`src/rtl/ex_mdu_pkg.sv`:
```
// RV32M op codes and helpers shared by the multi-cycle multiply/divide unit.
// Purely declarative: no timing, no flow control.
// Nothing here is clocked or backpressured.
package ex_mdu_pkg;

    localparam logic [2:0] INST_MUL    = 3'b000;
    localparam logic [2:0] INST_MULH   = 3'b001;
    localparam logic [2:0] INST_MULHSU = 3'b010;
    localparam logic [2:0] INST_MULHU  = 3'b011;
    localparam logic [2:0] INST_DIV    = 3'b100;
    localparam logic [2:0] INST_DIVU   = 3'b101;
    localparam logic [2:0] INST_REM    = 3'b110;
    localparam logic [2:0] INST_REMU   = 3'b111;

    localparam logic [6:0] FUNC7_M = 7'b000_0001;

    function automatic logic is_m_func7(input logic [6:0] func7);
        return func7 == FUNC7_M;
    endfunction

endpackage

```
`src/rtl/ex_mdu_div.sv`:
```
// Restoring unsigned divider datapath, one quotient bit per step.
// Latency: XLEN steps after load; next-step quotient/remainder exposed combinationally.
// No backpressure: the owner decides when to load and when to step.
module ex_mdu_div #(
    parameter int XLEN = 32
) (
    input  logic            clk,
    input  logic            rst_n,
    input  logic            load,
    input  logic            step,
    input  logic [XLEN-1:0] dividend,
    input  logic [XLEN-1:0] divisor,
    output logic [XLEN-1:0] quot_nxt,
    output logic [XLEN-1:0] rem_nxt
);

    logic [XLEN-1:0] q_q, r_q, d_q;
    logic [XLEN:0]   part, diff;

    // Shift the next dividend bit into the partial remainder and trial-subtract.
    always_comb begin
        part = {r_q, q_q[XLEN-1]};
        diff = part - {1'b0, d_q};
        if (!diff[XLEN]) begin
            rem_nxt  = diff[XLEN-1:0];
            quot_nxt = {q_q[XLEN-2:0], 1'b1};
        end else begin
            rem_nxt  = part[XLEN-1:0];
            quot_nxt = {q_q[XLEN-2:0], 1'b0};
        end
    end

    always_ff @(posedge clk or negedge rst_n) begin
        if (!rst_n) begin
            q_q <= '0;
            r_q <= '0;
            d_q <= '0;
        end else if (load) begin
            q_q <= dividend;
            r_q <= '0;
            d_q <= divisor;
        end else if (step) begin
            q_q <= quot_nxt;
            r_q <= rem_nxt;
        end
    end

endmodule

```
`src/rtl/ex_mdu.sv`:
```
// RV32M execute unit: shift-add multiply / restoring divide, one bit per cycle.
// Latency: XLEN+1 cycles start-to-writeback, 1 cycle for divide-by-zero and signed overflow.
// Holds the pipeline via hold_flag_o while busy; flush_i kills the op and suppresses writeback.
module ex_mdu
    import ex_mdu_pkg::*;
#(
    parameter int XLEN = 32
) (
    input  logic            clk,
    input  logic            rst_n,
    input  logic            start_i,
    input  logic [2:0]      func3_i,
    input  logic [XLEN-1:0] rs1_data_i,
    input  logic [XLEN-1:0] rs2_data_i,
    input  logic [4:0]      rd_addr_i,
    input  logic            rd_wen_i,
    input  logic            flush_i,
    output logic [4:0]      rd_addr_o,
    output logic [XLEN-1:0] rd_data_o,
    output logic            rd_wen_o,
    output logic            hold_flag_o
);

    localparam logic [1:0] ST_IDLE = 2'd0;
    localparam logic [1:0] ST_CALC = 2'd1;
    localparam logic [1:0] ST_DONE = 2'd2;
    localparam int         CW      = $clog2(XLEN + 1);
    localparam logic [XLEN-1:0] MIN_NEG = {1'b1, {(XLEN-1){1'b0}}};

    logic [1:0]        state_q, state_nxt;
    logic [CW-1:0]     cnt_q;
    logic [2:0]        func3_q;
    logic [4:0]        rd_addr_q;
    logic              rd_wen_q, neg_q;
    logic [XLEN-1:0]   mcand_q;
    logic [2*XLEN-1:0] prod_q, prod_nxt, prod_s;
    logic [XLEN:0]     mul_sum;

    logic              accept, sgn1, sgn2, neg1, neg2, neg_res;
    logic              div_zero, div_ovf, special, last_step;
    logic [XLEN-1:0]   abs1, abs2, special_res, calc_res;
    logic [XLEN-1:0]   quot_nxt, rem_nxt;

    assign accept    = (state_q == ST_IDLE) && start_i && !flush_i;
    assign last_step = (state_q == ST_CALC) && (cnt_q == CW'(1));

    always_comb begin
        sgn1 = 1'b0;
        sgn2 = 1'b0;
        case (func3_i)
            INST_MUL, INST_MULH, INST_DIV, INST_REM: begin
                sgn1 = 1'b1;
                sgn2 = 1'b1;
            end
            INST_MULHSU:                    sgn1 = 1'b1;
            INST_MULHU, INST_DIVU, INST_REMU: begin end
            default: begin end
        endcase
    end

    // Iterate on magnitudes; the remainder follows the dividend's sign only.
    assign neg1    = sgn1 && rs1_data_i[XLEN-1];
    assign neg2    = sgn2 && rs2_data_i[XLEN-1];
    assign abs1    = neg1 ? -rs1_data_i : rs1_data_i;
    assign abs2    = neg2 ? -rs2_data_i : rs2_data_i;
    assign neg_res = (func3_i[2] && func3_i[1]) ? neg1 : (neg1 ^ neg2);

    assign div_zero = func3_i[2] && (rs2_data_i == '0);
    assign div_ovf  = ((func3_i == INST_DIV) || (func3_i == INST_REM)) &&
                      (rs1_data_i == MIN_NEG) && (rs2_data_i == '1);
    assign special  = div_zero || div_ovf;

    always_comb begin
        if (div_zero) special_res = func3_i[1] ? rs1_data_i : '1;
        else          special_res = func3_i[1] ? '0 : rs1_data_i;
    end

    assign mul_sum  = {1'b0, prod_q[2*XLEN-1:XLEN]} + (prod_q[0] ? {1'b0, mcand_q} : '0);
    assign prod_nxt = {mul_sum, prod_q[XLEN-1:1]};
    assign prod_s   = neg_q ? -prod_nxt : prod_nxt;

    ex_mdu_div #(.XLEN(XLEN)) u_div (
        .clk      (clk),
        .rst_n    (rst_n),
        .load     (accept),
        .step     (state_q == ST_CALC),
        .dividend (abs1),
        .divisor  (abs2),
        .quot_nxt (quot_nxt),
        .rem_nxt  (rem_nxt)
    );

    // Result is taken from the final step's next values so DONE carries it.
    always_comb begin
        if (!func3_q[2])            calc_res = (func3_q == INST_MUL) ? prod_s[XLEN-1:0]
                                                                     : prod_s[2*XLEN-1:XLEN];
        else if (func3_q[1])        calc_res = neg_q ? -rem_nxt : rem_nxt;
        else                        calc_res = neg_q ? -quot_nxt : quot_nxt;
    end

    always_ff @(posedge clk or negedge rst_n) begin
        if (!rst_n) state_q <= ST_IDLE;
        else        state_q <= state_nxt;
    end

    always_comb begin
        state_nxt = state_q;
        case (state_q)
            ST_IDLE: if (accept) state_nxt = special ? ST_DONE : ST_CALC;
            ST_CALC: begin
                if (flush_i)        state_nxt = ST_IDLE;
                else if (last_step) state_nxt = ST_DONE;
            end
            default: state_nxt = ST_IDLE;
        endcase
    end

    always_comb begin
        hold_flag_o = accept || (state_q == ST_CALC);
        rd_wen_o    = (state_q == ST_DONE) && rd_wen_q && !flush_i;
    end

    always_ff @(posedge clk or negedge rst_n) begin
        if (!rst_n) begin
            cnt_q     <= '0;
            func3_q   <= '0;
            rd_addr_q <= '0;
            rd_wen_q  <= 1'b0;
            neg_q     <= 1'b0;
            mcand_q   <= '0;
            prod_q    <= '0;
            rd_data_o <= '0;
            rd_addr_o <= '0;
        end else if (accept) begin
            func3_q   <= func3_i;
            rd_addr_q <= rd_addr_i;
            rd_wen_q  <= rd_wen_i;
            neg_q     <= neg_res;
            mcand_q   <= abs1;
            prod_q    <= {{XLEN{1'b0}}, abs2};
            cnt_q     <= CW'(XLEN);
            if (special) begin
                rd_data_o <= special_res;
                rd_addr_o <= rd_addr_i;
            end
        end else if ((state_q == ST_CALC) && !flush_i) begin
            prod_q <= prod_nxt;
            cnt_q  <= cnt_q - CW'(1);
            if (last_step) begin
                rd_data_o <= calc_res;
                rd_addr_o <= rd_addr_q;
            end
        end
    end

endmodule

```
`config.mk`:
```
export PLATFORM = sky130hd
export DESIGN_NAME = ex_mdu
export DESIGN_NICKNAME = d
export VERILOG_FILES = /design/src/rtl/ex_mdu_pkg.sv /design/src/rtl/ex_mdu_div.sv /design/src/rtl/ex_mdu.sv
export SDC_FILE = /design/constraint.sdc
export NUM_CORES = 1
export LEC_CHECK = 0
export ABC_AREA = 0
export ABC_CLOCK_PERIOD_IN_PS = 9800
export CAP_MARGIN = 20
export CORE_ASPECT_RATIO = 1.2
export CORE_MARGIN = 1.5
export CORE_UTILIZATION = 45
export CTS_CLUSTER_SIZE = 30
export DETAILED_ROUTE_END_ITERATION = 8
export HOLD_SLACK_MARGIN = 0.03
export PLACE_DENSITY = 0.59
export RECOVER_POWER = 100
export SYNTH_ARGS = -nofsm -noshare
export SYNTH_HDL_FRONTEND = slang
export SYNTH_HIERARCHICAL = 1
export SYNTH_SLANG_ARGS = --single-unit
export TNS_END_PERCENT = 1
```
`constraint.sdc`:
```
create_clock -name clk -period 9.8 [get_ports clk]
set_input_delay 0.98 -clock clk [delete_from_list [all_inputs] [get_ports clk]]
set_output_delay 0.98 -clock clk [all_outputs]
set_load 0.02 [all_outputs]
```
==> impl_results.html, run 1 <==
<table>
<tr><th>Metric</th><th>Value</th></tr>
<tr><th colspan="2">STA</th></tr>
<tr><td>Period minus WS final</td><td>between 7 and 8 ns</td></tr>
<tr><td>Clk_skew</td><td>about 0.022 ns</td></tr>
<tr><td>Final setup fails</td><td>0</td></tr>
<tr><td>Pins over their slew limit</td><td>373</td></tr>
<tr><td>Unrepaired setup endpoints after global routing</td><td>no</td></tr>
<tr><td>Worst Max-Slew Pin Slew</td><td>between 3 and 4 ns</td></tr>
<tr><td>Peak clock frequency supported by timing</td><td>between 100 and 150 MHz</td></tr>
<tr><td>Hold Violations, Final</td><td>0</td></tr>
<tr><td>Total negative slack</td><td>0 ns</td></tr>
<tr><td>Final critical-path share of the clock period</td><td>0.7681</td></tr>
<tr><td>Relative slew slack</td><td>-1.212</td></tr>
<tr><th colspan="2">CTS</th></tr>
<tr><td>Total number of clock tree sinks</td><td>247</td></tr>
<tr><td>Root buffer cell</td><td>sky130_fd_sc_hd__clkbuf_16</td></tr>
<tr><td>CTS tree</td><td>done</td></tr>
<tr><td>Buffers inserted during post-CTS setup optimization</td><td>0</td></tr>
<tr><td>Reg clk slew, reported paths</td><td>about 0.06 ns</td></tr>
<tr><td>CTS-repair resized insts</td><td>0</td></tr>
<tr><td>Clock buffer depth</td><td>3</td></tr>
<tr><td>Level count of the clock H-tree</td><td>1</td></tr>
<tr><td>CTS Buf Count</td><td>31</td></tr>
<tr><td>Skew-Pair Late Insertion Delay</td><td>~0.60 ns</td></tr>
<tr><td># hold bufs at CTS</td><td>0</td></tr>
<tr><th colspan="2">Flow run</th></tr>
<tr><td>Max-Cap Viols</td><td>7</td></tr>
<tr><th colspan="2">Setup path</th></tr>
<tr><td>Classification of the worst setup path</td><td>flop to flop</td></tr>
<tr><td>Nature of the critical path startpoint</td><td>flop</td></tr>
<tr><td>CP required</td><td>roughly 10 ns</td></tr>
<tr><td>RR Startpoint</td><td>u_div/q_q[31]$_DFFE_PN0P_</td></tr>
<tr><td>Reg2reg path depth</td><td>22</td></tr>
<tr><td>R2R Setup Slk</td><td>~2.3 ns</td></tr>
<tr><td>Arrival time reported for the critical path endpoint</td><td>between 8 and 9 ns</td></tr>
<tr><td>CP Max Fanout</td><td>34</td></tr>
<tr><td>Worst Setup End Kind</td><td>flop</td></tr>
<tr><td>Reg-to-reg endpoint</td><td>rd_data_o[26]$_DFFE_PN0P_</td></tr>
<tr><th colspan="2">Detailed routing</th></tr>
<tr><td>Detail-routed via count per cell</td><td>~6.2</td></tr>
<tr><td>DR WL/cell</td><td>around 23 um</td></tr>
<tr><td>WL final</td><td>~73 mm</td></tr>
<tr><td>Initial DRT Pass Iterations</td><td>6</td></tr>
<tr><td>Violation count after the first detailed-route iteration</td><td>between 2000 and 2500</td></tr>
<tr><td>Final routed DRC violation total</td><td>0</td></tr>
<tr><td>DRT antenna net count</td><td>0</td></tr>
<tr><td>Via count</td><td>~20000</td></tr>
<tr><th colspan="2">Die</th></tr>
<tr><td>Die width</td><td>approximately 200 um</td></tr>
<tr><td>Effective utilization at floorplan</td><td>0.4576</td></tr>
<tr><td>Core ar.</td><td>between 40000 and 50000 um^2</td></tr>
<tr><td>I/O pin count</td><td>about 120</td></tr>
<tr><td>Overall die height</td><td>around 240 um</td></tr>
<tr><td># rows</td><td>85</td></tr>
<tr><td>Die area</td><td>~47000 um^2</td></tr>
<tr><th colspan="2">GRT</th></tr>
<tr><td>Total track usage</td><td>0.3087</td></tr>
<tr><td>Wire length of the first global-routing pass</td><td>approximately 110 mm</td></tr>
<tr><td>Number of global-route vias before repair</td><td>19210</td></tr>
<tr><td>Global route total overflow</td><td>0</td></tr>
<tr><td>Pin count of the biggest net entering global routing</td><td>about 130</td></tr>
<tr><td>Number of antenna violations at the first check in global routing</td><td>1</td></tr>
<tr><th colspan="2">Power and ir drop</th></tr>
<tr><td>Leak</td><td>~9.6 nW</td></tr>
<tr><td>Max rail drop VDD</td><td>approximately 0.00022 V</td></tr>
<tr><td>Power density of the placed cells</td><td>roughly 320 nW/um^2</td></tr>
<tr><th colspan="2">Synth</th></tr>
<tr><td>Post-synth EDFFs</td><td>0</td></tr>
<tr><td>Synth warnings</td><td>6</td></tr>
<tr><td>Top FF cell, synth</td><td>sky130_fd_sc_hd__dfrtp_1</td></tr>
<tr><td>Post-synth ARST share</td><td>1.000</td></tr>
<tr><td>Library cells used by synthesis</td><td>104</td></tr>
<tr><td>Count of state elements after synthesis</td><td>approximately 250</td></tr>
<tr><td>Synthesized area per cell</td><td>roughly 8.0 um^2</td></tr>
<tr><td>Proportion of synthesized chip area in sequential cells</td><td>0.2995</td></tr>
<tr><td>Synth Cell Area</td><td>just over 20000 um^2</td></tr>
<tr><td>Gate Count Post-Synth</td><td>approximately 2600</td></tr>
<tr><td>Number of nets produced by synthesis</td><td>around 2700</td></tr>
<tr><th colspan="2">Final layout</th></tr>
<tr><td>Sequential cell area in the final layout</td><td>6188 um^2</td></tr>
<tr><td>Antenna diode instance count</td><td>0</td></tr>
<tr><td>Area growth from synthesis to layout</td><td>11.09%</td></tr>
<tr><td>Design area</td><td>between 20000 and 25000 um^2</td></tr>
<tr><td>Proportion of layout cells with a drive suffix above 1</td><td>0.06413</td></tr>
<tr><td>Count of nets after finishing</td><td>around 2700</td></tr>
<tr><td>Area occupied by multi-input gates</td><td>13290 um^2</td></tr>
<tr><td>Fill cells</td><td>around 4500</td></tr>
<tr><th colspan="2">Placed design</th></tr>
<tr><td>HPWL after detailed placement</td><td>roughly 55 mm</td></tr>
<tr><td>Cell area after placement</td><td>about 22000 um^2</td></tr>
<tr><td>Port buffer count</td><td>~120</td></tr>
<tr><td>Gp weighted congestion</td><td>between 0.9 and 1</td></tr>
<tr><th colspan="2">Worst hold path</th></tr>
<tr><td>Type of the worst min-delay path</td><td>primary input to async pin</td></tr>
<tr><th colspan="2">Run status</th></tr>
<tr><td>Run status</td><td>complete, but fails checks</td></tr>
<tr><td>Failing checks</td><td>capacitance limit, slew limit</td></tr>
</table>
where the power goes:
group / internal, mW / switching (mW) / total, mW
clock: 0.749 / 0.483 / 1.23
combinational: 1.69 / 2.71 / 4.40
sequential: 1.39 / 0.427 / 1.81
synthesized netlist by cell type (26+ instances only):
| cell | instances | share of area |
|---|---|---|
| sky130_fd_sc_hd__o21ai_0 | 227 | 0.055 |
| sky130_fd_sc_hd__nand2_1 | 419 | 0.076 |
| sky130_fd_sc_hd__nor2_1 | 186 | 0.034 |
| sky130_fd_sc_hd__nand2b_1 | 26 | 0.0079 |
| sky130_fd_sc_hd__inv_1 | 72 | 0.013 |
| sky130_fd_sc_hd__dfrtp_1 | 247 | 0.30 |
| sky130_fd_sc_hd__a31oi_1 | 29 | 0.0088 |
| sky130_fd_sc_hd__xor2_1 | 88 | 0.037 |
| sky130_fd_sc_hd__o31ai_1 | 42 | 0.015 |
| sky130_fd_sc_hd__ha_1 | 72 | 0.044 |
| sky130_fd_sc_hd__a22oi_1 | 32 | 0.012 |
| sky130_fd_sc_hd__and2_1 | 44 | 0.013 |
| sky130_fd_sc_hd__clkbuf_1 | 114 | 0.021 |
| sky130_fd_sc_hd__xnor2_1 | 91 | 0.039 |
| sky130_fd_sc_hd__nand3_1 | 51 | 0.012 |
| sky130_fd_sc_hd__a21oi_1 | 156 | 0.038 |
| sky130_fd_sc_hd__mux2i_1 | 48 | 0.023 |
| sky130_fd_sc_hd__a21o_1 | 34 | 0.012 |
| sky130_fd_sc_hd__nor3_1 | 59 | 0.014 |
| sky130_fd_sc_hd__nand4_1 | 34 | 0.010 |
| sky130_fd_sc_hd__buf_4 | 32 | 0.012 |
layout by cell type (no fill, tap or decap), types with 42 or more instances in the layout:
cell type and count:
sky130_fd_sc_hd__dlygate4sd3_1 42, sky130_fd_sc_hd__mux2i_1 48, sky130_fd_sc_hd__xnor2_1 91, sky130_fd_sc_hd__clkdlybuf4s50_1 72
sky130_fd_sc_hd__nor2_1 185, sky130_fd_sc_hd__nand3_1 51, sky130_fd_sc_hd__dfrtp_1 245, sky130_fd_sc_hd__nand2_1 419
sky130_fd_sc_hd__xor2_1 88, sky130_fd_sc_hd__o21ai_0 227, sky130_fd_sc_hd__ha_1 72, sky130_fd_sc_hd__o31ai_1 43
sky130_fd_sc_hd__a21oi_1 156, sky130_fd_sc_hd__inv_1 71, sky130_fd_sc_hd__and2_1 42, sky130_fd_sc_hd__nor3_1 57
cell type report:
class | count | area share
Multi-Input combinational cell | 2090 | 0.5797
Sequential cell | 247 | 0.2699
Timing Repair Buffer | 139 | 0.05769
Clock buffer | 46 | 0.04197
Tap cell | 609 | 0.03324
Inverter | 73 | 0.01201
Clock inverter | 9 | 0.005403
metrics by stage:
stage               power, mW  hold WS, ns  utilization  std cells  setup slack (ns)
floorplan               4.990       0.4358            -       2593             4.823
global placement        6.145       0.4481       0.4864       3158             3.757
detailed placement      6.188       0.4554       0.4864       3158             3.707
CTS                     7.455       0.4699       0.5105       3213             3.657
global route            7.954       0.4871       0.5084       3213             1.687
finish                  7.446       0.4479       0.5084       3213             2.272
metal layers:
layer | wire (um) | global-route usage | up-vias | part of all wire
li1 | - | - | 9339 | -
met3 | 3616 | 0.02299 | 152 | 0.049
met2 | 34180 | 0.5070 | 704 | 0.47
met5 | 0 | 0 | - | 0
met1 | 31750 | 0.4135 | 9699 | 0.43
met4 | 3615 | 0.1421 | 0 | 0.049
state kept, by name, summed over array words and instances (netlist names):
signal,cells
prod_q,64
mcand_q,32
u_div/d_q,32
rd_wen_q,1
cnt_q,6
neg_q,1
rd_data_o,32
rd_addr_q,5
state_q,2
rd_addr_o,5
u_div/r_q,32
func3_q,3
u_div/q_q,32
worst max-delay path by stage:
stage | endpoint | startpoint | depth (start not counted) | slack [ns]
2_1_floorplan | rd_data_o[25]$_DFFE_PN0P_ | u_div/q_q[31]$_DFFE_PN0P_ | 20 | 4.82
3_3_place_gp | rd_data_o[25]$_DFFE_PN0P_ | u_div/q_q[31]$_DFFE_PN0P_ | 20 | 3.76
3_5_place_dp | rd_data_o[25]$_DFFE_PN0P_ | u_div/q_q[31]$_DFFE_PN0P_ | 20 | 3.71
4_1_cts | rd_data_o[25]$_DFFE_PN0P_ | u_div/q_q[31]$_DFFE_PN0P_ | 20 | 3.66
5_1_grt | rd_data_o[20]$_DFFE_PN0P_ | u_div/q_q[31]$_DFFE_PN0P_ | 23 | 1.69
6_report | rd_data_o[26]$_DFFE_PN0P_ | u_div/q_q[31]$_DFFE_PN0P_ | 22 | 2.27
cell families (layout without fill, tap and decap cells):
family | Yosys count | after routing | synth area share
AOI/OAI and AO/OA | 774 | 774 | 0.2483
xor gates and xnor gates | 180 | 180 | 0.07676
adders and majority gates | 74 | 74 | 0.04559
buffers and inverters | 256 | 267 | 0.05542
DFF | 247 | 247 | 0.2995
muxes | 89 | 89 | 0.05239
and+or+nand+nor | 973 | 973 | 0.2220
worst max-delay path: stages (launching register included):
cell                       delay [ns]
sky130_fd_sc_hd__dfrtp_1         0.40
sky130_fd_sc_hd__inv_1           0.07
sky130_fd_sc_hd__ha_1            0.17
sky130_fd_sc_hd__fa_1            0.28
sky130_fd_sc_hd__nor2b_4         0.06
sky130_fd_sc_hd__o31a_1          0.28
sky130_fd_sc_hd__o31ai_1         0.48
sky130_fd_sc_hd__nand3b_2        0.25
sky130_fd_sc_hd__a21o_1          0.23
sky130_fd_sc_hd__a311oi_1        0.33
sky130_fd_sc_hd__clkbuf_1        1.42
sky130_fd_sc_hd__a21oi_1         0.44
sky130_fd_sc_hd__inv_1           0.16
sky130_fd_sc_hd__ha_1            0.21
sky130_fd_sc_hd__nor3b_1         0.64
sky130_fd_sc_hd__nand4_1         0.42
sky130_fd_sc_hd__nor2_1          0.35
sky130_fd_sc_hd__nand2_1         0.09
sky130_fd_sc_hd__a32oi_1         0.20
sky130_fd_sc_hd__a21oi_1         0.09
sky130_fd_sc_hd__o21ai_0         0.19
sky130_fd_sc_hd__o211ai_1        0.16
sky130_fd_sc_hd__a311oi_1        0.44
Power figures use the tool's default switching activity.
==> inputs of run 2 (changes only) <==
ABC_CLOCK_PERIOD_IN_PS = 7300   (was 9800)
clock period = 7.3 ns   (was 9.8 ns; I/O delays follow)
==> impl_results.html, run 2 (synthesized netlist as in run 1, its figures left out) <==
<table>
<tr><th>Metric</th><th>Value</th></tr>
<tr><th colspan="2">Run status</th></tr>
<tr><td>Run status</td><td>complete, but fails checks (unchanged)</td></tr>
<tr><td>Failing checks</td><td>capacitance limit, slew limit (unchanged)</td></tr>
<tr><th colspan="2">Setup path</th></tr>
<tr><td>Arrival time reported for the critical path endpoint</td><td>6.61 ns (was 8.01 ns)</td></tr>
<tr><td>Worst Setup End Kind</td><td>flop (unchanged)</td></tr>
<tr><td>Logic depth of the worst setup path including buffers</td><td>21 (was 22)</td></tr>
<tr><td>CP required</td><td>7.80 ns (was 10.28 ns)</td></tr>
<tr><td>Slowest cell delay on critical path</td><td>0.61 ns (was 1.42 ns)</td></tr>
<tr><td>Nature of the critical path startpoint</td><td>flop (unchanged)</td></tr>
<tr><td>Reg2reg path depth</td><td>21 (was 22)</td></tr>
<tr><td>CP Buf/Inv Count</td><td>2 (was 3)</td></tr>
<tr><td>Kind of cell with the highest combined delay on the critical path</td><td>compound AO/OA/AOI/OAI gates (unchanged)</td></tr>
<tr><td>CP Max Fanout</td><td>25 (was 34)</td></tr>
<tr><td>Classification of the worst setup path</td><td>flop to flop (unchanged)</td></tr>
<tr><td>Cell with the largest stage delay on the worst path</td><td>sky130_fd_sc_hd__nor4_1 (was sky130_fd_sc_hd__clkbuf_1)</td></tr>
<tr><td>Critical Path, Cell by Cell</td><td>inv_1 &gt; ha_1 &gt; fa_1 &gt; nor2b_4 &gt; o31a_1 &gt; o31ai_1 &gt; nand3b_2 &gt; a21o_1 &gt; a311oi_1 &gt; buf_4 &gt; mux2_1 &gt; nor4_1 &gt; nand4_1 &gt; or2_2 &gt; o211ai_1 &gt; o21ai_0 &gt; a21oi_1 &gt; o22ai_1 &gt; o211ai_1 &gt; o21ai_0 &gt; a41oi_1 (was inv_1 &gt; ha_1 &gt; fa_1 &gt; nor2b_4 &gt; o31a_1 &gt; o31ai_1 &gt; nand3b_2 &gt; a21o_1 &gt; a311oi_1 &gt; clkbuf_1 &gt; a21oi_1 &gt; inv_1 &gt; ha_1 &gt; nor3b_1 &gt; nand4_1 &gt; nor2_1 &gt; nand2_1 &gt; a32oi_1 &gt; a21oi_1 &gt; o21ai_0 &gt; o211ai_1 &gt; a311oi_1)</td></tr>
<tr><th colspan="2">Final layout</th></tr>
<tr><td>Area growth from synthesis to layout</td><td>11.34% (was 11.09%)</td></tr>
<tr><td>Commonest non-fill, non-tap cell in the layout</td><td>sky130_fd_sc_hd__nand2_1 (unchanged)</td></tr>
<tr><td>Register with the highest flop count</td><td>prod_q (unchanged)</td></tr>
<tr><td>Final non-filler cell total</td><td>3218 (was 3213)</td></tr>
<tr><td>Max FFs per register</td><td>64 (unchanged)</td></tr>
<tr><td>Count of nets after finishing</td><td>2736 (was 2733)</td></tr>
<tr><td>Proportion of layout cells with a drive suffix above 1</td><td>0.06823 (was 0.06413)</td></tr>
<tr><td>Antenna diode instance count</td><td>0 (unchanged)</td></tr>
<tr><td>Highest-count cells in the layout ignoring fill and taps</td><td>sky130_fd_sc_hd__nand2_1 (419), sky130_fd_sc_hd__dfrtp_1 (245), sky130_fd_sc_hd__o21ai_0 (226) (was sky130_fd_sc_hd__nand2_1 (419), sky130_fd_sc_hd__dfrtp_1 (245), sky130_fd_sc_hd__o21ai_0 (227))</td></tr>
<tr><th colspan="2">GRT</th></tr>
<tr><td>Wire length of the first global-routing pass</td><td>113.4 mm (was 113.6 mm)</td></tr>
<tr><td>Number of global-route vias before repair</td><td>19050 (was 19210)</td></tr>
<tr><td>Global route total overflow</td><td>0 (unchanged)</td></tr>
<tr><td>Total track usage</td><td>0.3100 (was 0.3087)</td></tr>
<tr><td>Number of antenna violations at the first check in global routing</td><td>3 (was 1)</td></tr>
<tr><td>Pin count of the biggest net entering global routing</td><td>167 (was 132)</td></tr>
<tr><th colspan="2">CTS</th></tr>
<tr><td># hold bufs at CTS</td><td>0 (unchanged)</td></tr>
<tr><td>Buffers inserted during post-CTS setup optimization</td><td>0 (unchanged)</td></tr>
<tr><td>Reg clk slew, reported paths</td><td>0.07 ns (was 0.06 ns)</td></tr>
<tr><td>Level count of the clock H-tree</td><td>1 (unchanged)</td></tr>
<tr><td>Root buffer cell</td><td>sky130_fd_sc_hd__clkbuf_16 (unchanged)</td></tr>
<tr><td>CTS Buf Count</td><td>31 (unchanged)</td></tr>
<tr><td>CTS-repair resized insts</td><td>0 (unchanged)</td></tr>
<tr><td>CTS tree</td><td>done (unchanged)</td></tr>
<tr><td>Clock buffer depth</td><td>3 (unchanged)</td></tr>
<tr><td>Skew-Pair Late Insertion Delay</td><td>0.59 ns (was 0.60 ns)</td></tr>
<tr><td>Total number of clock tree sinks</td><td>247 (unchanged)</td></tr>
<tr><th colspan="2">Detailed routing</th></tr>
<tr><td>DR WL/cell</td><td>22.96 um (was 22.77 um)</td></tr>
<tr><td>Via count</td><td>19820 (was 19890)</td></tr>
<tr><td>Violation count after the first detailed-route iteration</td><td>1710 (was 2008)</td></tr>
<tr><td>Detail-routed via count per cell</td><td>6.158 (was 6.192)</td></tr>
<tr><td>WL final</td><td>73.90 mm (was 73.16 mm)</td></tr>
<tr><td>Initial DRT Pass Iterations</td><td>6 (unchanged)</td></tr>
<tr><td>Final routed DRC violation total</td><td>0 (unchanged)</td></tr>
<tr><td>DRT antenna net count</td><td>0 (unchanged)</td></tr>
<tr><th colspan="2">STA</th></tr>
<tr><td>Unrepaired setup endpoints after global routing</td><td>no (unchanged)</td></tr>
<tr><td>Worst Max-Slew Pin Slew</td><td>4.690 ns (was 3.318 ns)</td></tr>
<tr><td>Period minus WS final</td><td>6.116 ns (was 7.528 ns)</td></tr>
<tr><td>Peak clock frequency supported by timing</td><td>163.5 MHz (was 132.8 MHz)</td></tr>
<tr><td>Pins over their slew limit</td><td>433 (was 373)</td></tr>
<tr><td>WHS</td><td>0.4651 ns (was 0.4479 ns)</td></tr>
<tr><td>Hold Violations, Final</td><td>0 (unchanged)</td></tr>
<tr><td>Final critical-path share of the clock period</td><td>0.8379 (was 0.7681)</td></tr>
<tr><td>Clk_skew</td><td>0.02103 ns (was 0.02176 ns)</td></tr>
<tr><td>Final setup fails</td><td>0 (unchanged)</td></tr>
<tr><td>Relative slew slack</td><td>-2.127 (was -1.212)</td></tr>
<tr><td>Total negative slack</td><td>0 ns (unchanged)</td></tr>
<tr><th colspan="2">Power and ir drop</th></tr>
<tr><td>Power density of the placed cells</td><td>438.2 nW/um^2 (was 324.8 nW/um^2)</td></tr>
<tr><td>Leak</td><td>9.652 nW (was 9.618 nW)</td></tr>
<tr><td>Max rail drop VDD</td><td>0.0003863 V (was 0.0002211 V)</td></tr>
<tr><th colspan="2">Worst hold path</th></tr>
<tr><td>Type of the worst min-delay path</td><td>flop to flop (was primary input to async pin)</td></tr>
<tr><td>Depth of the worst hold-timing path</td><td>2</td></tr>
<tr><th colspan="2">Flow run</th></tr>
<tr><td>Max-Cap Viols</td><td>7 (unchanged)</td></tr>
<tr><th colspan="2">Die</th></tr>
<tr><td>Effective utilization at floorplan</td><td>0.4576 (unchanged)</td></tr>
<tr><td>I/O pin count</td><td>116 (unchanged)</td></tr>
<tr><td>Overall die height</td><td>237.6 um (unchanged)</td></tr>
<tr><td>Die area</td><td>47160 um^2 (unchanged)</td></tr>
<tr><td># rows</td><td>85 (unchanged)</td></tr>
<tr><td>Die width</td><td>198.5 um (unchanged)</td></tr>
<tr><td>Core ar.</td><td>45090 um^2 (unchanged)</td></tr>
<tr><th colspan="2">Placed design</th></tr>
<tr><td>Gp weighted congestion</td><td>0.9279 (was 0.9264)</td></tr>
<tr><td>HPWL after detailed placement</td><td>55.68 mm (was 54.97 mm)</td></tr>
<tr><td>Number of placed cells counting well taps</td><td>3160 (was 3158)</td></tr>
<tr><td>Port buffer count</td><td>115 (unchanged)</td></tr>
</table>
==> run 2: changes by cell type in the layout (fill, tap and decap cells not counted), moves of 3 or more <==
| cell | change |
|---|---|
| sky130_fd_sc_hd__inv_6 | +5 |
| sky130_fd_sc_hd__clkinv_2 | +4 |
| sky130_fd_sc_hd__clkbuf_1 | -4 |
| sky130_fd_sc_hd__bufinv_16 | +3 |
| sky130_fd_sc_hd__mux2_1 | -4 |
| sky130_fd_sc_hd__buf_4 | +5 |
| sky130_fd_sc_hd__clkbuf_8 | -10 |
==> run 2: routing by layer <==
layer | share of wire | wire length (um) | track usage | vias to the layer above
met1 | 0.44 | 32150 | 0.4153 | 9620
met5 | 0.00014 | 10 | 0 | -
met4 | 0.054 | 4020 | 0.1618 | 2
met2 | 0.46 | 34040 | 0.4959 | 698
met3 | 0.050 | 3680 | 0.02894 | 158
li1 | - | - | - | 9338
==> run 2: tightest hold or removal path, delay by kind of cell (launching register included) <==
kind | cells | cell delay (ns)
AND/OR/NAND/NOR | 2 | 0.10
flip-flops | 1 | 0.33
==> run 2: where the power goes <==
group,internal (mW),total (mW),switching (mW)
clock network,1.02,1.70,0.679
logic,2.28,5.91,3.63
registers,1.86,2.45,0.591
total,5.17,10.1,4.90
==> run 2: final timing paths <==
path | start | end | slack [ns]
worst max-delay path | u_div/q_q[31]$_DFFE_PN0P_ | rd_data_o[29]$_DFFE_PN0P_ | 1.18
worst min-delay path | mcand_q[10]$_DFFE_PN0P_ | mcand_q[10]$_DFFE_PN0P_ | 0.47
worst max register to register | u_div/q_q[31]$_DFFE_PN0P_ | rd_data_o[29]$_DFFE_PN0P_ | 1.18
worst min register to register | mcand_q[10]$_DFFE_PN0P_ | mcand_q[10]$_DFFE_PN0P_ | 0.47
max in group asynchronous | rst_n | func3_q[1]$_DFFE_PN0P_ | 2.21
min in group asynchronous | rst_n | rd_addr_q[0]$_DFFE_PN0P_ | 1.79
==> run 2: stage by stage <==
stage | utilization | setup WS [ns] | total power, mW | cell area [um^2]
floorplan | - | 2.323 | 6.699 | 20640
global placement | 0.4867 | 1.697 | 8.269 | 21950
detailed placement | 0.4867 | 1.591 | 8.334 | 21950
CTS | 0.5112 | 1.561 | 10.09 | 23050
global route | 0.5095 | 0.7824 | 10.77 | 22980
finish | 0.5095 | 1.184 | 10.07 | 22980
==> run 2: final cells by class <==
class / count / area, um^2
multi-input combinational: 2090 / 13300
clock inverter: 22 / 284.0
fill: 4475 / 22120
clock buffer: 35 / 820.8
inverter: 73 / 275.3
sequential: 247 / 6188
timing repair buffer: 142 / 1350
tap: 609 / 762.0
==> inputs of run 3 (changes only) <==
ABC_CLOCK_PERIOD_IN_PS = 5200   (was 7300)
PLACE_DENSITY = 0.61   (was 0.59)
clock period = 5.2 ns   (was 7.3 ns; I/O delays follow)
==> impl_results.html, run 3 (synthesized netlist as in run 1, its figures left out) <==
<table>
<tr><th>Metric</th><th>Value</th></tr>
<tr><th colspan="2">Run status</th></tr>
<tr><td>Run status</td><td>complete, but fails checks (unchanged)</td></tr>
<tr><td>Failing checks</td><td>capacitance limit, slew limit (unchanged)</td></tr>
<tr><th colspan="2">STA</th></tr>
<tr><td>Worst Max-Slew Pin Slew</td><td>2.889 ns (was 4.690 ns)</td></tr>
<tr><td>Clk_skew</td><td>0.02330 ns (was 0.02103 ns)</td></tr>
<tr><td>Setup ws final</td><td>0.1906 ns (was 1.184 ns)</td></tr>
<tr><td>Relative slew slack</td><td>-0.9263 (was -2.127)</td></tr>
<tr><td>Total negative slack</td><td>0 ns (unchanged)</td></tr>
<tr><td>Final setup fails</td><td>0 (unchanged)</td></tr>
<tr><td>Final critical-path share of the clock period</td><td>0.9633 (was 0.8379)</td></tr>
<tr><td>Period minus WS final</td><td>5.009 ns (was 6.116 ns)</td></tr>
<tr><td>Hold Violations, Final</td><td>0 (unchanged)</td></tr>
<tr><td>Unrepaired setup endpoints after global routing</td><td>yes (was no)</td></tr>
<tr><td>Pins over their slew limit</td><td>481 (was 433)</td></tr>
<tr><td>Peak clock frequency supported by timing</td><td>199.6 MHz (was 163.5 MHz)</td></tr>
<tr><th colspan="2">Detailed routing</th></tr>
<tr><td>DR WL/cell</td><td>22.88 um (was 22.96 um)</td></tr>
<tr><td>Via count</td><td>20220 (was 19820)</td></tr>
<tr><td>Detail-routed via count per cell</td><td>6.120 (was 6.158)</td></tr>
<tr><td>DRT antenna net count</td><td>0 (unchanged)</td></tr>
<tr><td>WL final</td><td>75.60 mm (was 73.90 mm)</td></tr>
<tr><td>Final routed DRC violation total</td><td>0 (unchanged)</td></tr>
<tr><td>Violation count after the first detailed-route iteration</td><td>1663 (was 1710)</td></tr>
<tr><td>Initial DRT Pass Iterations</td><td>6 (unchanged)</td></tr>
<tr><th colspan="2">CTS</th></tr>
<tr><td>CTS Buf Count</td><td>30 (was 31)</td></tr>
<tr><td>Level count of the clock H-tree</td><td>1 (unchanged)</td></tr>
<tr><td>Clock buffer depth</td><td>3 (unchanged)</td></tr>
<tr><td>Root buffer cell</td><td>sky130_fd_sc_hd__clkbuf_16 (unchanged)</td></tr>
<tr><td>CTS tree</td><td>done (unchanged)</td></tr>
<tr><td>Skew-Pair Late Insertion Delay</td><td>0.59 ns (about the same)</td></tr>
<tr><td>Total number of clock tree sinks</td><td>247 (unchanged)</td></tr>
<tr><td>Reg clk slew, reported paths</td><td>0.07 ns (about the same)</td></tr>
<tr><th colspan="2">Setup path</th></tr>
<tr><td>Classification of the worst setup path</td><td>flop to flop (unchanged)</td></tr>
<tr><td>Cell with the largest stage delay on the worst path</td><td>sky130_fd_sc_hd__or4_1 (was sky130_fd_sc_hd__nor4_1)</td></tr>
<tr><td>RR Startpoint</td><td>u_div/r_q[24]$_DFFE_PN0P_ (was u_div/q_q[31]$_DFFE_PN0P_)</td></tr>
<tr><td>Launch point of the critical path</td><td>u_div/r_q[24]$_DFFE_PN0P_ (was u_div/q_q[31]$_DFFE_PN0P_)</td></tr>
<tr><td>Cell occurring most often along the worst timing path</td><td>sky130_fd_sc_hd__buf_12</td></tr>
<tr><td>Worst Setup End Kind</td><td>flop (unchanged)</td></tr>
<tr><td>CP Max Fanout</td><td>19 (was 25)</td></tr>
<tr><td>CP Buf/Inv Count</td><td>3 (was 2)</td></tr>
<tr><td>Reg-to-reg endpoint</td><td>rd_data_o[31]$_DFFE_PN0P_ (was rd_data_o[29]$_DFFE_PN0P_)</td></tr>
<tr><td>Kind of cell with the highest combined delay on the critical path</td><td>compound AO/OA/AOI/OAI gates (unchanged)</td></tr>
<tr><td>Critical Path, Cell by Cell</td><td>ha_1 &gt; a211oi_2 &gt; o21a_1 &gt; o31ai_2 &gt; or3_4 &gt; a211oi_4 &gt; a311oi_4 &gt; buf_12 &gt; buf_12 &gt; or4_1 &gt; nor4_1 &gt; buf_4 &gt; nand4_1 &gt; o41ai_1 &gt; xor2_1 &gt; o211ai_1 &gt; o2111a_1 &gt; nor2b_2 &gt; a22oi_1 &gt; nand2_1 (was inv_1 &gt; ha_1 &gt; fa_1 &gt; nor2b_4 &gt; o31a_1 &gt; o31ai_1 &gt; nand3b_2 &gt; a21o_1 &gt; a311oi_1 &gt; buf_4 &gt; mux2_1 &gt; nor4_1 &gt; nand4_1 &gt; or2_2 &gt; o211ai_1 &gt; o21ai_0 &gt; a21oi_1 &gt; o22ai_1 &gt; o211ai_1 &gt; o21ai_0 &gt; a41oi_1)</td></tr>
<tr><td>Reg2reg path depth</td><td>20 (was 21)</td></tr>
<tr><td>CP required</td><td>5.67 ns (was 7.80 ns)</td></tr>
<tr><td>Nature of the critical path startpoint</td><td>flop (unchanged)</td></tr>
<tr><td>R2R Setup Slk</td><td>0.19 ns (was 1.18 ns)</td></tr>
<tr><td>Slowest cell delay on critical path</td><td>0.57 ns (was 0.61 ns)</td></tr>
<tr><td>Arrival time reported for the critical path endpoint</td><td>5.48 ns (was 6.61 ns)</td></tr>
<tr><th colspan="2">GRT</th></tr>
<tr><td>Wire length of the first global-routing pass</td><td>116.0 mm (was 113.4 mm)</td></tr>
<tr><td>Global route total overflow</td><td>0 (unchanged)</td></tr>
<tr><td>Number of global-route vias before repair</td><td>19520 (was 19050)</td></tr>
<tr><td>Number of antenna violations at the first check in global routing</td><td>0 (was 3)</td></tr>
<tr><td>Total track usage</td><td>0.3171 (was 0.3100)</td></tr>
<tr><td>Pin count of the biggest net entering global routing</td><td>126 (was 167)</td></tr>
<tr><th colspan="2">Final layout</th></tr>
<tr><td>Max FFs per register</td><td>64 (unchanged)</td></tr>
<tr><td>Count of nets after finishing</td><td>2822 (was 2736)</td></tr>
<tr><td>Area growth from synthesis to layout</td><td>15.56% (was 11.34%)</td></tr>
<tr><td>Commonest non-fill, non-tap cell in the layout</td><td>sky130_fd_sc_hd__nand2_1 (unchanged)</td></tr>
<tr><td>Highest-count cells in the layout ignoring fill and taps</td><td>sky130_fd_sc_hd__nand2_1 (419), sky130_fd_sc_hd__dfrtp_1 (245), sky130_fd_sc_hd__o21ai_0 (222) (was sky130_fd_sc_hd__nand2_1 (419), sky130_fd_sc_hd__dfrtp_1 (245), sky130_fd_sc_hd__o21ai_0 (226))</td></tr>
<tr><td>Antenna diode instance count</td><td>0 (unchanged)</td></tr>
<tr><td>Register with the highest flop count</td><td>prod_q (unchanged)</td></tr>
<tr><td>Proportion of layout cells with a drive suffix above 1</td><td>0.1087 (was 0.06823)</td></tr>
<tr><td>Final core utilization</td><td>0.5289 (was 0.5095)</td></tr>
<tr><th colspan="2">Die</th></tr>
<tr><td>Die area</td><td>47160 um^2 (unchanged)</td></tr>
<tr><td>Core ar.</td><td>45090 um^2 (unchanged)</td></tr>
<tr><td>Effective utilization at floorplan</td><td>0.4576 (unchanged)</td></tr>
<tr><td>Overall die height</td><td>237.6 um (unchanged)</td></tr>
<tr><td>I/O pin count</td><td>116 (unchanged)</td></tr>
<tr><td>Die width</td><td>198.5 um (unchanged)</td></tr>
<tr><td># rows</td><td>85 (unchanged)</td></tr>
<tr><th colspan="2">Worst hold path</th></tr>
<tr><td>Beginning of the worst hold path</td><td>mcand_q[12]$_DFFE_PN0P_ (was mcand_q[10]$_DFFE_PN0P_)</td></tr>
<tr><td>Type of the worst min-delay path</td><td>flop to flop (unchanged)</td></tr>
<tr><td>Capture endpoint of the worst hold path</td><td>mcand_q[12]$_DFFE_PN0P_ (was mcand_q[10]$_DFFE_PN0P_)</td></tr>
<tr><td>Depth of the worst hold-timing path</td><td>2 (unchanged)</td></tr>
<tr><th colspan="2">Placed design</th></tr>
<tr><td>HPWL after detailed placement</td><td>58.11 mm (was 55.68 mm)</td></tr>
<tr><td>Gp weighted congestion</td><td>0.9101 (was 0.9279)</td></tr>
<tr><td>DP Worst Slack</td><td>-0.002382 ns (was 1.591 ns)</td></tr>
<tr><td>Port buffer count</td><td>115 (unchanged)</td></tr>
<tr><th colspan="2">Power and ir drop</th></tr>
<tr><td>Leak</td><td>10.10 nW (was 9.652 nW)</td></tr>
<tr><td>Power density of the placed cells</td><td>637.0 nW/um^2 (was 438.2 nW/um^2)</td></tr>
<tr><td>Max rail drop VDD</td><td>0.0004720 V (was 0.0003863 V)</td></tr>
<tr><td>Overall power of the completed layout</td><td>15.19 mW (was 10.07 mW)</td></tr>
<tr><th colspan="2">Flow run</th></tr>
<tr><td>Max-Cap Viols</td><td>5 (was 7)</td></tr>
</table>
==> run 3: area by class of cell <==
cell class	count	area, um^2
Timing Repair Buffer	229	2044
Clock buffer	39	875.8
Multi-Input combinational cell	2090	13470
Tap cell	609	762.0
Sequential cell	247	6188
Inverter	73	279.0
Fill cell	4448	21250
Clock inverter	17	232.7
==> run 3: per-stage QoR <==
step	std cells	hold WS (ns)	cell area (um^2)
floorplan	2593	0.2244	20640
global placement	3243	0.4482	22620
detailed placement	3243	0.4558	22620
CTS	3300	0.4611	23740
global route	3304	0.4784	23850
finish	3304	0.4683	23850
==> run 3: report_power, final <==
part,switching [mW],leakage [nW],total (mW),internal (mW)
sequential,0.844,3.10,3.46,2.61
combinational,5.44,6.47,9.38,3.93
clock,0.922,0.529,2.36,1.43
total,7.21,10.1,15.2,7.98
==> run 3: repair_timing <==
| item | 4_1_cts | 5_1_grt |
|---|---|---|
| setup buffers | 0 | 3 |
| pin swaps | 0 | 10 |
| hold buffers | 1 | 0 |
| endpoints found under the hold margin | 84 | 0 |
| resized for setup | 1 | 29 |
| gates cloned | 0 | 1 |
| setup endpoints to repair | 3 | 18 |
==> run 3: worst min-delay path, delay by kind of cell (launching register included) <==
kind / cells / cell delay, ns
and+or+nand+nor: 2 / 0.10
DFF: 1 / 0.33
==> run 3: per-layer routing <==
layer,vias up,GRT usage,part of all wire
li1,9529,-,-
met1,9829,0.4148,0.43
met2,713,0.5308,0.48
met3,151,0.02965,0.051
met4,0,0.1400,0.046
met5,-,0,0
==> run 3: worst max path at each step <==
stage               cells past startpoint                         to  slack [ns]
detailed placement                     23  rd_data_o[25]$_DFFE_PN0P_      -0.002
global placement                       24  rd_data_o[31]$_DFFE_PN0P_        0.08
floorplan                              20  rd_data_o[25]$_DFFE_PN0P_        0.22
finish                                 20  rd_data_o[31]$_DFFE_PN0P_        0.19
CTS                                    22  rd_data_o[31]$_DFFE_PN0P_        0.05
global route                           22  rd_data_o[31]$_DFFE_PN0P_       -0.09
